===== src/rtl/i2s_master_tx.sv =====
// ---------------------------------------------------------------------------
// i2s_master_tx
//   I2S bus-master transmitter. Derives sclk_out from clk_in with a
//   programmable divider, drives ws_out, and shifts stereo samples out MSB
//   first on sdata_out. Data and word select only change on sclk falling
//   edges, so a receiver samples on the sclk rising edge. Samples enter
//   through a one-deep valid/ready holding register and are consumed once
//   per stereo frame (2*WIDTH sclk periods).
//
// Parameters
//   WIDTH    bits per channel
//   CLK_DIV  clk_in cycles per sclk half-period (>= 1)
//
// Ports
//   clk_in          system clock, rising edge
//   rst             asynchronous active-high reset
//   left_i/right_i  two's complement channel samples
//   sample_valid_i  samples valid
//   sample_ready_o  holding register empty (accept on valid & ready)
//   sclk_out        I2S bit clock
//   ws_out          word select (0 = left, 1 = right), leads MSB by one sclk
//   sdata_out       serial data, MSB first
//   frame_start_o   one-clk pulse on every frame load
//   underrun_o      one-clk pulse when a frame loads with holding empty
//
// Optional feature (macro I2S_TX_HOLD_LAST_EN)
//   Defined:   an underrun load repeats the last successfully loaded frame.
//   Undefined: an underrun load transmits zeros.
// ---------------------------------------------------------------------------
module i2s_master_tx #(
  parameter int WIDTH   = 16,
  parameter int CLK_DIV = 4
) (
  input  logic             clk_in,
  input  logic             rst,
  input  logic [WIDTH-1:0] left_i,
  input  logic [WIDTH-1:0] right_i,
  input  logic             sample_valid_i,
  output logic             sample_ready_o,
  output logic             sclk_out,
  output logic             ws_out,
  output logic             sdata_out,
  output logic             frame_start_o,
  output logic             underrun_o
);

  localparam int FRAME_W = 2 * WIDTH;
  localparam int CNT_W   = $clog2(FRAME_W);
  localparam int DIV_W   = (CLK_DIV > 1) ? $clog2(CLK_DIV) : 1;

  localparam logic [CNT_W-1:0] LAST_BIT = CNT_W'(FRAME_W - 1);
  localparam logic [CNT_W-1:0] WS_LO    = CNT_W'(WIDTH - 1);
  localparam logic [CNT_W-1:0] WS_HI    = CNT_W'(FRAME_W - 2);
  localparam logic [DIV_W-1:0] DIV_LAST = DIV_W'(CLK_DIV - 1);

  logic [DIV_W-1:0]   r_div_cnt;
  logic               r_sclk;
  logic [CNT_W-1:0]   r_bit_cnt;
  logic [FRAME_W-1:0] r_shift;
  logic [FRAME_W-1:0] r_hold;
  logic               r_full;
  logic               r_ready;
  logic               r_ws;
  logic               r_sdata;
  logic               r_frame_start;
  logic               r_underrun;
`ifdef I2S_TX_HOLD_LAST_EN
  logic [FRAME_W-1:0] r_last;
`endif

  logic               w_div_wrap;
  logic               w_fall;
  logic [CNT_W-1:0]   w_bit_next;
  logic               w_load;
  logic               w_accept;
  logic               w_full_next;
  logic               w_ws_next;
  logic [FRAME_W-1:0] w_load_word;
  logic [FRAME_W-1:0] w_shift_next;

  // Stage: divider / fall-event decode and next-state of the serializer
  always_comb begin
    w_div_wrap   = (r_div_cnt == DIV_LAST);
    // A fall event is the wrap that takes sclk from 1 back to 0.
    w_fall       = w_div_wrap & r_sclk;
    w_bit_next   = (r_bit_cnt == LAST_BIT) ? '0 : r_bit_cnt + CNT_W'(1);
    w_load       = w_fall & (w_bit_next == '0);
    w_accept     = sample_valid_i & r_ready;
    // Ready is only high while empty, so an accept never collides with a
    // full register; a load empties it unless a new sample arrives.
    w_full_next  = w_accept | (r_full & ~w_load);
    w_ws_next    = (w_bit_next >= WS_LO) && (w_bit_next <= WS_HI);
`ifdef I2S_TX_HOLD_LAST_EN
    w_load_word  = r_full ? r_hold : r_last;
`else
    w_load_word  = r_full ? r_hold : '0;
`endif
    w_shift_next = w_load ? w_load_word : {r_shift[FRAME_W-2:0], 1'b0};
  end

  // Stage: registered state and outputs
  always_ff @(posedge clk_in or posedge rst) begin
    if (rst) begin
      r_div_cnt     <= '0;
      r_sclk        <= 1'b0;
      r_bit_cnt     <= LAST_BIT;
      r_shift       <= '0;
      r_hold        <= '0;
      r_full        <= 1'b0;
      r_ready       <= 1'b1;
      r_ws          <= 1'b0;
      r_sdata       <= 1'b0;
      r_frame_start <= 1'b0;
      r_underrun    <= 1'b0;
`ifdef I2S_TX_HOLD_LAST_EN
      r_last        <= '0;
`endif
    end else begin
      r_div_cnt     <= w_div_wrap ? '0 : r_div_cnt + DIV_W'(1);
      if (w_div_wrap) begin
        r_sclk <= ~r_sclk;
      end
      r_frame_start <= w_load;
      r_underrun    <= w_load & ~r_full;
      if (w_fall) begin
        r_bit_cnt <= w_bit_next;
        r_shift   <= w_shift_next;
        r_ws      <= w_ws_next;
        r_sdata   <= w_shift_next[FRAME_W-1];
      end
      // Same-cycle load and accept: the load above has already taken the
      // old (empty) contents; the new sample waits for the next frame.
      if (w_accept) begin
        r_hold <= {left_i, right_i};
      end
      r_full  <= w_full_next;
      r_ready <= ~w_full_next;
`ifdef I2S_TX_HOLD_LAST_EN
      if (w_load & r_full) begin
        r_last <= r_hold;
      end
`endif
    end
  end

  assign sample_ready_o = r_ready;
  assign sclk_out       = r_sclk;
  assign ws_out         = r_ws;
  assign sdata_out      = r_sdata;
  assign frame_start_o  = r_frame_start;
  assign underrun_o     = r_underrun;

endmodule


===== config.mk =====
export PLATFORM = sky130hd
export DESIGN_NAME = i2s_master_tx
export DESIGN_NICKNAME = d
export VERILOG_FILES = /design/src/rtl/i2s_master_tx.sv
export SDC_FILE = /design/constraint.sdc
export NUM_CORES = 1
export LEC_CHECK = 0
export CORE_AREA = 4 4 83 85
export CTS_BUF_LIST = sky130_fd_sc_hd__clkbuf_8
export CTS_CLUSTER_SIZE = 20
export DETAILED_ROUTE_END_ITERATION = 8
export DIE_AREA = 0 0 87 89
export PLACE_DENSITY = 0.79
export SKIP_CTS_REPAIR_TIMING = 1
export SYNTH_ARGS = -nofsm -noshare
export SYNTH_HDL_FRONTEND = slang
export SYNTH_SLANG_ARGS = --single-unit

===== constraint.sdc =====
create_clock -name clk_in -period 2.92 [get_ports clk_in]
set_clock_uncertainty 0.05 [all_clocks]
set_input_delay 0.438 -clock clk_in [delete_from_list [all_inputs] [get_ports clk_in]]
set_output_delay 0.438 -clock clk_in [all_outputs]
set_load 0.005 [all_outputs]

Word level (Yosys, flattened, before mapping)
Index checks and enable logic that the tools add are counted.

$add $sub $neg: 2. Multipliers: 0. Div/mod/pow operators: 0. Order comparisons: 2. Equality and inequality tests: 2. Shift operators: 0. Muxes and demuxes: 4. Bitwise gates (word level): 10. Reduce and logical (&&, ||, !) cells: 2.

Operator list (count): 2-to-1 mux 32 bit (2); adder 5 x 1 -> 5 bit, second input constant (1); bitwise AND 1 bit (5); equality test 5 bit, second input constant (1); greater-or-equal comparator 5 x 4 -> 1 bit, second input constant (1); less-or-equal comparator 5 bit, second input constant (1); zero test 5 bit (1); 2-to-1 mux 5 bit (1); inverter 1 bit (4); adder 2 x 1 -> 2 bit, second input constant (1); equality test 2 bit, second input constant (1); 2-to-1 mux 2 bit (1); logical AND 1 bit (1); bitwise OR 1 bit (1).

Flip-flop bits (word level): 77. Latch bits: 0. RAM bits: 0. Bits in read-only memories: 0. Output and inout bits: 6. Word-level logic and storage cells: 33. Memories kept: 0.

Logic depth before layout (Yosys ltp)
Word-level depth: 8. Mapped depth: 7.

Worst setup path before layout
Ideal clock, no wire load.

Kind: reg2reg. Start point: reg r_bit_cnt[0]. End point: reg r_shift[11]. Arrival time: 1.848 ns. Data required time: 2.744 ns. Setup slack: 0.896 ns. Cell stages (with the launch flop): 7. Path buffers: 1. Period minus slack after synthesis: 2.024 ns. Cells stage by stage: dfstp_2 -> ha_1 -> or4b_1 -> o22ai_2 -> o21ai_4 -> buf_6 -> mux2i_1.

Cells in the longest elaborated chain, start to end: 5. Elaborated cells between the ends (all ways): 6. Those cells by class: add/sub (1); eq/ne (1); mux (2); bitwise (1); reduce/logical (1).

RTL lines: start: declaration (RTL line 58) `logic [CNT_W-1:0] r_bit_cnt;`; start signal: assignment (RTL line 126) `r_bit_cnt <= w_bit_next;`; adder 5 x 1 -> 5 bit or equality test 5 bit (tied branches) (RTL line 86) `w_bit_next = (r_bit_cnt == LAST_BIT) ? '0 : r_bit_cnt + CNT_W'(1);`; 2-to-1 mux 5 bit * (RTL line 86); zero test 5 bit * (RTL line 87) `w_load = w_fall & (w_bit_next == '0);`; bitwise AND 1 bit * (RTL line 87); 2-to-1 mux 32 bit * (RTL line 98) `w_shift_next = w_load ? w_load_word : {r_shift[FRAME_W-2:0], 1'b0};`; end signal: assignment (RTL line 127) `r_shift <= w_shift_next;`; end: declaration (RTL line 59) `logic [FRAME_W-1:0] r_shift;`.

Every way passes the cells marked *; elsewhere a longest branch is shown, timed or not. A chain may end at the register's enable or synchronous reset.

Worst setup path after layout
Same ends and word-level chain as after synthesis.

==> results by group <==
Status
  – Run status: complete, no violations

Global route
  – Pin count of the biggest net entering global routing: 50
  – Global-route wire length before repair: 9632 um
  – Total grt overflow: 0
  – Vias in the first global route: 2095
  – All-Layer GR Usage: 16.34%
  – Initial antenna violation count: 0

Min path
  – Hold path cells: 1
  – Hold_sp: r_div_cnt[0]
  – Hold Path End: r_div_cnt[0]
  – Worst min path class: flop to flop

Yosys
  – Combinational family with the most area after synthesis: multiplexers
  – Top post-synthesis cells by area: dfrtp_1, mux2i_1, mux2_2
  – Post-synthesis adder-cell area fraction: 1.105%
  – Compound-Gate Fraction of Synth Area: 2.504%
  – Mapped Area: 3398 um2
  – Number of flops mapped to enable cells by yosys: 0
  – Largest area contributor in the netlist: dfrtp_1
  – Synth Flop Type: dfrtp_1
  – Synth async-reset ratio: 100.0%
  – Multiplexer share of the synthesized area: 29.20%
  – Synth Area in Simple Gates: 6.701%
  – Post-Synth XOR/XNOR Area: 1.031%
  – Yosys top cell area share: 52.28%
  – Commonest cells post-synth: dfrtp_1, mux2i_1, nand2_1
  – YS warnings: 0
  – Unique masters post-synth: 26
  – Syn Area/Cell: 13.02 um2
  – Count leader, synth: dfrtp_1
  – Yosys reg bits: 77
  – Mapped Cells: 261
  – Mapped Nets: 299
  – Seq/Total Area, Yosys: 56.92%

Clock tree
  – H-tree levels: 3
  – Worst-path clk slew: 0.08 ns
  – Clock Tree Buf Depth: 2
  – Clk root buf: clkbuf_8
  – CTS tree: done
  – CTS buffer count: 9
  – Skew-Pair Late Insertion Delay: 0.34 ns
  – Clk sink count: 77

Route
  – WL final: 5748 um
  – WL per Instance: 14.93 um
  – Drt via density: 5.273
  – # DRC: 0
  – ANT nets after route: 0
  – Routed via count: 2030
  – Pre-Repair DR Iteration Count: 5
  – DR iter-0 viols: 93

Power and ir drop
  – Max VDD drop: 0.0004443 V
  – Static Leak: 2.265 nW
  – PwrDens: 491.6 nW/um2
  – Pwr Total: 2.002 mW

Floorplan
  – IO Pins: 41
  – Die area: 7743 um2
  – Num rows: 29
  – CORE AREA: 6205 um2
  – Chip Height: 89 um
  – Die width: 87 um
  – Initial Util: 54.77%

STA
  – Post-route clock period utilization: 92.63%
  – Max Slew Vio Count: 0
  – RSZ-0062 raised after global routing: false
  – Min cycle time layout: 2.705 ns
  – Hold Vio Cnt, Final: 0
  – Least-Margin Pin Slew: 0.9636 ns
  – Total negative slack: 0 ns
  – Final setup margin: 0.2153 ns
  – Relative slew margins: 35.51%
  – Fmax: 0.3697 GHz
  – # setup viols final: 0

Worst setup path
  – Crit-path max FO: 24
  – R2R setup slack: 0.22 ns
  – Reg-to-reg endpoint: r_shift[11]
  – Setup crit end kind: flop
  – Worst Setup Start Kind: flop
  – Worst r2r path cells: 6
  – R2r startpoint: r_bit_cnt[0]
  – Crit Path Category: flop to flop
  – Worst Path Required: 3.13 ns
  – Data arrival, critical path: 2.92 ns

Placed design
  – PortBufs: 40
  – DP Wirelength: 3759 um
  – Routability cong.: 0.7116
  – Placed Cells: 369
  – Post-Place Setup Slack: 0.2208 ns

Final layout
  – Final nets: 341
  – Antenna diodes: 0
  – Share of post-route cells with drive strength above 1: 21.10%
  – Non-filler cells, final: 385
  – Area Growth Syn to Fin: 19.85%

Job
  – Maxcap violations: 0
[registers in the layout, indices dropped and copies added (netlist names), 2 cells and up]
| signal | count |
|---|---|
| r_hold | 32 |
| r_div_cnt | 2 |
| r_shift | 31 |
| r_bit_cnt | 5 |
[worst max-delay path, stage by stage (launching register included)]
cell and delay (ns):
dfstp_2 0.41, ha_1 0.28, and3_1 0.22, ha_1 0.27
o21ai_4 0.80, buf_4 0.37, mux2i_1 0.23
[worst max-delay path by stage]
stage | end | startpoint | slack, ns
final | r_shift[11] | r_bit_cnt[0] | 0.22
after CTS | r_shift[11] | r_bit_cnt[0] | 0.19
after global routing | r_shift[16] | r_bit_cnt[0] | 0.08
after floorplan | frame_start_o | rst | 0.48
after global placement | r_shift[12] | r_bit_cnt[0] | 0.34
after detailed placement | r_shift[11] | r_bit_cnt[0] | 0.22
[cell type report]
type | instances | area [um2]
clock buffers | 10 | 137.6
clock inverters | 6 | 62.56
fillers | 481 | 2132
inverters | 3 | 11.26
multi-input cells | 167 | 1380
flip-flops and latches | 77 | 1934
well taps | 77 | 96.34
repair buffers | 45 | 450.4
[placed cells by master (no fill, tap or decap), types with 4 or more instances in the layout]
cell / count
buf_4: 4
dfstp_2: 6
nor2_1: 5
mux2i_1: 62
mux2_2: 33
o21ai_0: 7
dfrtp_1: 71
clkdlybuf4s50_1: 40
nand2_1: 38
clkbuf_8: 10
[report_power, final]
part | leakage [nW] | total, mW | switching, mW | internal (mW)
sequential | 1.01 | 1.10 | 0.0118 | 1.09
combinational | 1.16 | 0.0994 | 0.0359 | 0.0636
clock | 0.0943 | 0.802 | 0.388 | 0.415
total | 2.27 | 2.00 | 0.436 | 1.57
[through the flow]
step	instance area [um2]	util (%)	hold WS, ns
after floorplan	3398	-	0.3531
after global placement	3872	62.41	0.3623
after detailed placement	3872	62.41	0.3723
after CTS	4073	65.64	0.3833
after global routing	4073	65.64	0.4249
final	4073	65.64	0.3800
[cells by family after synthesis]
| group | count (synthesis) |
|---|---|
| AND/OR/NAND/NOR | 53 |
| adder cells (fa/ha/maj) | 3 |
| AO/OA/AOI/OAI | 12 |
| multiplexers | 95 |
| XOR/XNOR | 4 |
| flip-flops | 77 |
| buffers and inverters | 17 |
[metal layers]
layer  track usage, %  wire [um]  share of wire (%)  up-vias
met5                0          0                  0        -
met4            7.507        116                2.0        0
met3            4.793        201                3.5       10
met2            27.19       2930                 51       29
met1            19.71       2500                 43     1000
li1                 -          -                  -      991
No activity file was read; power rests on OpenSTA's default activity.
